[config.mk]
export PLATFORM = sky130hd
export DESIGN_NAME = mem_responder
export DESIGN_NICKNAME = d
export VERILOG_FILES = /design/src/rtl/tinyalu_pkg.sv /design/src/rtl/mem_resp_array.sv /design/src/rtl/mem_responder.sv
export SDC_FILE = /design/constraint.sdc
export NUM_CORES = 1
export LEC_CHECK = 0
export ABC_AREA = 1
export CORE_AREA = 2 2 250 301
export CTS_CLUSTER_DIAMETER = 30
export DETAILED_ROUTE_END_ITERATION = 8
export DIE_AREA = 0 0 252 303
export GPL_ROUTABILITY_DRIVEN = 0
export GPL_TIMING_DRIVEN = 1
export HOLD_SLACK_MARGIN = 0.15
export PLACE_DENSITY = 0.42
export RECOVER_POWER = 25
export SLEW_MARGIN = 30
export SYNTH_ARGS = -nofsm -noshare
export SYNTH_HDL_FRONTEND = slang
export SYNTH_SLANG_ARGS = --single-unit
[constraint.sdc]
create_clock -name clk -period 3 [get_ports clk]
set_clock_uncertainty 0.2 [all_clocks]
set_input_delay 0.45 -clock clk [delete_from_list [all_inputs] [get_ports clk]]
set_output_delay 0.45 -clock clk [all_outputs]
set_load 0.02 [all_outputs]
[src/rtl/tinyalu_pkg.sv]
// Shared types and default widths for the processor memory request channel.
package tinyalu_pkg;

  localparam int DATA_W_DEF = 8;
  localparam int ADDR_W_DEF = 8;

  typedef enum logic [1:0] {
    IDLE = 2'd0,
    WAIT = 2'd1,
    RESP = 2'd2
  } mem_resp_state_e;

endpackage

[src/rtl/mem_resp_array.sv]
// Word storage for mem_responder: synchronous write, combinational read.
module mem_resp_array #(
  parameter int DATA_W = 8,
  parameter int DEPTH  = 64,
  localparam int IDX_W = $clog2(DEPTH)
) (
  input  logic              clk,
  input  logic              we,
  input  logic [IDX_W-1:0]  idx,
  input  logic [DATA_W-1:0] wdata,
  output logic [DATA_W-1:0] rdata
);

  logic [DATA_W-1:0] mem [DEPTH];

  always_ff @(posedge clk) begin
    if (we) mem[idx] <= wdata;
  end

  assign rdata = mem[idx];

endmodule

[src/rtl/mem_responder.sv]
// Single-outstanding memory responder with fixed access latency.
// Optional MEM_RESP_ADDR_CHECK_EN flags addresses >= DEPTH instead of wrapping them.
module mem_responder
  import tinyalu_pkg::*;
#(
  parameter int DATA_W  = DATA_W_DEF,
  parameter int ADDR_W  = ADDR_W_DEF,
  parameter int DEPTH   = 64,
  parameter int LATENCY = 2
) (
  input  logic              clk,
  input  logic              reset,
  input  logic              read_req,
  input  logic              write_req,
  input  logic [ADDR_W-1:0] addr,
  input  logic [DATA_W-1:0] write_data,
  output logic              mem_resp,
  output logic [DATA_W-1:0] read_data,
  output logic              busy,
  output logic              error,
  output logic              overrun
);

  localparam int IDX_W = $clog2(DEPTH);
  localparam int CNT_W = (LATENCY > 1) ? $clog2(LATENCY) : 1;

  mem_resp_state_e   state, state_nxt;
  logic [CNT_W-1:0]  cnt, cnt_nxt;
  logic              req, accept;
  logic              op_w, op_err, oob_q;
  logic [IDX_W-1:0]  idx_q;
  logic [DATA_W-1:0] wdata_q, rdata;
  logic              oob, in_resp, we;

`ifdef MEM_RESP_ADDR_CHECK_EN
  assign oob = (addr >> IDX_W) != '0;
`else
  // Upper address bits are simply dropped so accesses wrap.
  logic addr_hi_unused;
  assign addr_hi_unused = |(addr >> IDX_W);
  assign oob = 1'b0;
`endif

  assign req = read_req | write_req;

  always_comb begin
    state_nxt = state;
    cnt_nxt   = cnt;
    accept    = 1'b0;
    case (state)
      IDLE, RESP: begin
        if (req) begin
          accept    = 1'b1;
          cnt_nxt   = CNT_W'(LATENCY - 1);
          state_nxt = (LATENCY > 1) ? WAIT : RESP;
        end else begin
          state_nxt = IDLE;
        end
      end
      WAIT: begin
        cnt_nxt = cnt - 1'b1;
        if (cnt == CNT_W'(1)) state_nxt = RESP;
      end
      default: state_nxt = IDLE;
    endcase
  end

  always_ff @(posedge clk) begin
    if (reset) begin
      state   <= IDLE;
      cnt     <= '0;
      op_w    <= 1'b0;
      op_err  <= 1'b0;
      oob_q   <= 1'b0;
      idx_q   <= '0;
      wdata_q <= '0;
      overrun <= 1'b0;
    end else begin
      state <= state_nxt;
      cnt   <= cnt_nxt;
      if (accept) begin
        op_w    <= write_req;
        op_err  <= read_req & write_req;
        oob_q   <= oob;
        idx_q   <= addr[IDX_W-1:0];
        wdata_q <= write_data;
      end
      if (state == WAIT && req) overrun <= 1'b1;
    end
  end

  assign in_resp = (state == RESP);
  // Gating with reset keeps an aborted write out of the array.
  assign we      = in_resp & op_w & ~oob_q & ~reset;

  mem_resp_array #(.DATA_W(DATA_W), .DEPTH(DEPTH)) u_array (
    .clk   (clk),
    .we    (we),
    .idx   (idx_q),
    .wdata (wdata_q),
    .rdata (rdata)
  );

  assign mem_resp  = in_resp;
  assign busy      = (state == WAIT);
  assign error     = in_resp & (op_err | oob_q);
  assign read_data = (in_resp & ~op_w & ~oob_q) ? rdata : '0;

endmodule

==> results.txt <==
- The clock net in this run drives a total of ~540 sinks.
- STA classifies the critical path startpoint as a register.
* Clock transition at the registers of the reported paths: about 0.050 ns
- Across all setup checks in the final design, the least slack found is -0.273 ns.
- Net count after synthesis: roughly 1900
- Fraction of registers with async set/reset: 0
- Number of cell rows: around 110
- In the global route stage, overall resource usage came out at 0.165.
- Summed over all layers, the routed wires come to approximately 64000 um.
- Port buffering added 29 buffers.
- Sequential fraction of the synthesis area: 0.726
- Antenna violations before repair: 0
- Iteration-0 DRC count of the detailed router: between 1000 and 1500
- Horizontal die dimension: ~250 um
- After detailed routing, the number of vias per cell comes to 4.70.
* Io pins: 32
* Worst hold path depth: 3
- In this run the critical register-to-register path is launched from wdata_q[1].
* H-tree lvl count: 3
- The internal power of the cells totals approximately 16000 uW.
- Number of flip-flops and latches in the synthesized netlist: 538
- CORE AREA: 73400 um^2
- The first detailed-routing pass ran for 5 iterations.
* Final cell count without fillers: just over 3000
* Setup CP Type: reg -> out
- After global routing the overflow that remains totals 0.
- Proportion of total power due to net switching: 0.247
- In this run the power density over the cells is 746 nW/um^2.
- Largest net degree at the start of global routing: between 40 and 50
- Leaving out fill and tap cells, the most frequent cells in the layout are 619 x sky130_fd_sc_hd__nand2_1, 512 x sky130_fd_sc_hd__edfxtp_1, 363 x sky130_fd_sc_hd__nand3_1.
- TritonCTS clock tree: built
- The first global-routing pass estimated ~90000 um of wire.
* Wire length per cell: 20.4 um
- Die area: roughly 76000 um^2
* Headroom to the max-slew limit: -0.304
* Antenna violation net count after detailed routing: 0
- Each instance of the synthesized netlist takes up on average around 12 um^2.
* Number of antenna cells inserted: 0
- Final number of hold-violating endpoints: 0
- Remaining routing DRC violations: 0
- Leaving out fill and tap cells, the most frequent cell in the layout is sky130_fd_sc_hd__nand2_1.
- The via count of the first global-routing pass came to ~14000.
- Setup repair after global routing could not meet its margin everywhere.
- For this run, the leading register cell type out of synthesis is sky130_fd_sc_hd__edfxtp_1.
- In the finished design, the share of the clock period the worst path needs comes to 1.09.
- Hold_sp: read_req
* Worst min-delay path class: in -> reg
- STA puts the critical path data arrival time at 2.62 ns.
* Violations in the final reports: capacitance limit, slew limit, setup timing
- STA classifies the critical path endpoint as an output port.
- Number of placed cells counting well taps: 2907
- Combined area of all synthesized cells: between 20000 and 25000 um^2
- Fmax achieved: 305 MHz
* Count of final setup violators: 8
- Number of distinct library cells after synthesis: 22
- Synthesis produced a netlist whose cell count is about 1900.
- Filler cell count in the final layout: roughly 7000
* Max Root-Sink Buffers: 3
- In this run the power spent charging and discharging nets is roughly 5300 uW.
* Library cell used as clock root buffer: sky130_fd_sc_hd__clkbuf_16
* Via count: between 10000 and 15000
- Clock buffer count from CTS: 95
* Area growth from synthesis to layout: 31.7%
- The run finished, with violations left.
* Tightest Pin Transition: ~2 ns
* Number of hold buffers added after CTS: 0
- On the final layout, the worst hold slack is 0.218 ns.
- Peak supply drop: around 0.53 mV
- Synth Warn #: 0
* Number of flops mapped to enable cells by yosys: about 500
- The net count of the finished layout is between 2000 and 2500.
- Max-cap violations in this run came to 4.
- Highest fanout seen on the critical path: 16
- Share of the core filled with cells: 0.393
- Seq pwr share: 0.395
- Final HPWL from detailed placement: roughly 37000 um
- Clock latency on the worst-skew pair: between 0.6 and 0.7 ns
* Clock share of power: 0.499
- Die Ht: ~300 um
- Share of final-layout standard cells stronger than drive strength 1: 0.218
* Static leakage: around 0.011 uW
* Worst reg-to-reg path cell count: 1
- For this configuration, the core starts out at a cell density of 0.298.
* Share of power burned in combinational logic: 0.106
- STA puts the critical path data required time at 2.35 ns.
- Slew Limit Fails: 134
- Crit path time final: 3.27 ns
-- cell families after synthesis --
logic type | synth area share
buf+inv | 0.0364
compound gates | 0.00738
flops | 0.726
simple gates | 0.230
-- per-layer routing --
layer  share of wire  global-route usage  routed length (um)
met1            0.45               0.219               28300
met4           0.021              0.0521                1360
met5               0                   0                   0
met3           0.043              0.0273                2740
met2            0.49               0.278               31100
-- cell type report --
cell class / instances / area (um^2) / share of cell area
inverters: 18 / 96.3 / 0.00334
clock inverters: 71 / 747 / 0.0259
repair buffers: 218 / 2630 / 0.0912
flip-flops and latches: 538 / 15900 / 0.552
multi-input cells: 1217 / 5750 / 0.199
repair inverters: 1 / 16.3 / 0.000565
well taps: 943 / 1180 / 0.0410
clock buffers: 107 / 2500 / 0.0866
-- registers in the layout, summed over array words and instances (netlist names), named ones only --
name,count
cnt,1
idx_q,6
op_err,1
op_w,1
overrun,1
state,2
u_array.mem,512
wdata_q,8
-- metrics by stage --
stage / power, uW / TNS (ns) / worst slack, ns / instance area (um^2)
floorplan: 9670 / 0 / 0.691 / 21900
global placement: 10500 / -1.26 / -0.267 / 24300
detailed placement: 10500 / -1.23 / -0.285 / 24300
CTS: 21600 / -2.69 / -0.348 / 28300
global route: 22300 / -2.83 / -0.377 / 28800
finish: 21500 / -1.91 / -0.273 / 28800
-- worst max-delay path: stages, from the launching register on --
cell and delay [ns]:
sky130_fd_sc_hd__dfxtp_4 0.37, sky130_fd_sc_hd__buf_12 0.18, sky130_fd_sc_hd__clkbuf_16 0.19, sky130_fd_sc_hd__buf_16 0.15, sky130_fd_sc_hd__nand2_1 0.06, sky130_fd_sc_hd__nand3_1 0.09, sky130_fd_sc_hd__nand3_2 0.12, sky130_fd_sc_hd__nand2_2 0.11
sky130_fd_sc_hd__nand2_1 0.08, sky130_fd_sc_hd__nand3_1 0.12, sky130_fd_sc_hd__nand3_2 0.10, sky130_fd_sc_hd__a21oi_2 0.14, sky130_fd_sc_hd__buf_4 0.15, sky130_fd_sc_hd__buf_6 0.11
-- final timing paths --
| kind | to | slack (ns) |
|---|---|---|
| setup / recovery | read_data[0] | -0.27 |
| hold / removal | op_err | 0.22 |
| setup reg to reg | u_array.mem[14][1] | 0.49 |
| hold reg to reg | op_err | 0.27 |
-- power by group through the flow --
stage / clock network [uW] / logic (uW) / registers (uW)
3_3_place_gp: 0 / 1890 / 8620
6_report: 10700 / 2280 / 8480
2_1_floorplan: 0 / 1030 / 8640
4_1_cts: 10900 / 2170 / 8480
5_1_grt: 11300 / 2480 / 8490
3_5_place_dp: 0 / 1890 / 8620
-- cells in the mapped netlist, types with 2 or more instances --
| library cell | number | area [um^2] |
|---|---|---|
| sky130_fd_sc_hd__or2_2 | 2 | 12.5 |
| sky130_fd_sc_hd__clkbuf_1 | 22 | 82.6 |
| sky130_fd_sc_hd__buf_6 | 24 | 270 |
| sky130_fd_sc_hd__nor3_1 | 2 | 10.0 |
| sky130_fd_sc_hd__o21ai_0 | 15 | 75.1 |
| sky130_fd_sc_hd__buf_4 | 14 | 105 |
| sky130_fd_sc_hd__edfxtp_1 | 512 | 15400 |
| sky130_fd_sc_hd__nand2_1 | 644 | 2420 |
| sky130_fd_sc_hd__buf_2 | 29 | 145 |
| sky130_fd_sc_hd__inv_1 | 16 | 60.1 |
| sky130_fd_sc_hd__a21oi_1 | 16 | 80.1 |
| sky130_fd_sc_hd__dfxtp_1 | 26 | 521 |
| sky130_fd_sc_hd__buf_1 | 23 | 86.3 |
| sky130_fd_sc_hd__nand4_1 | 8 | 50.1 |
| sky130_fd_sc_hd__nand3_1 | 442 | 2210 |
| sky130_fd_sc_hd__nor2_1 | 86 | 323 |
-- repair_timing --
action | 4_1_cts | 5_1_grt
resized for setup | 119 | 92
setup buffers | 12 | 3
hold endpoints to repair | 0 | 0
gates cloned | 10 | 8
endpoints found under the setup margin | 8 | 8
pin swaps | 15 | 33
Power figures use the tool's default switching activity.
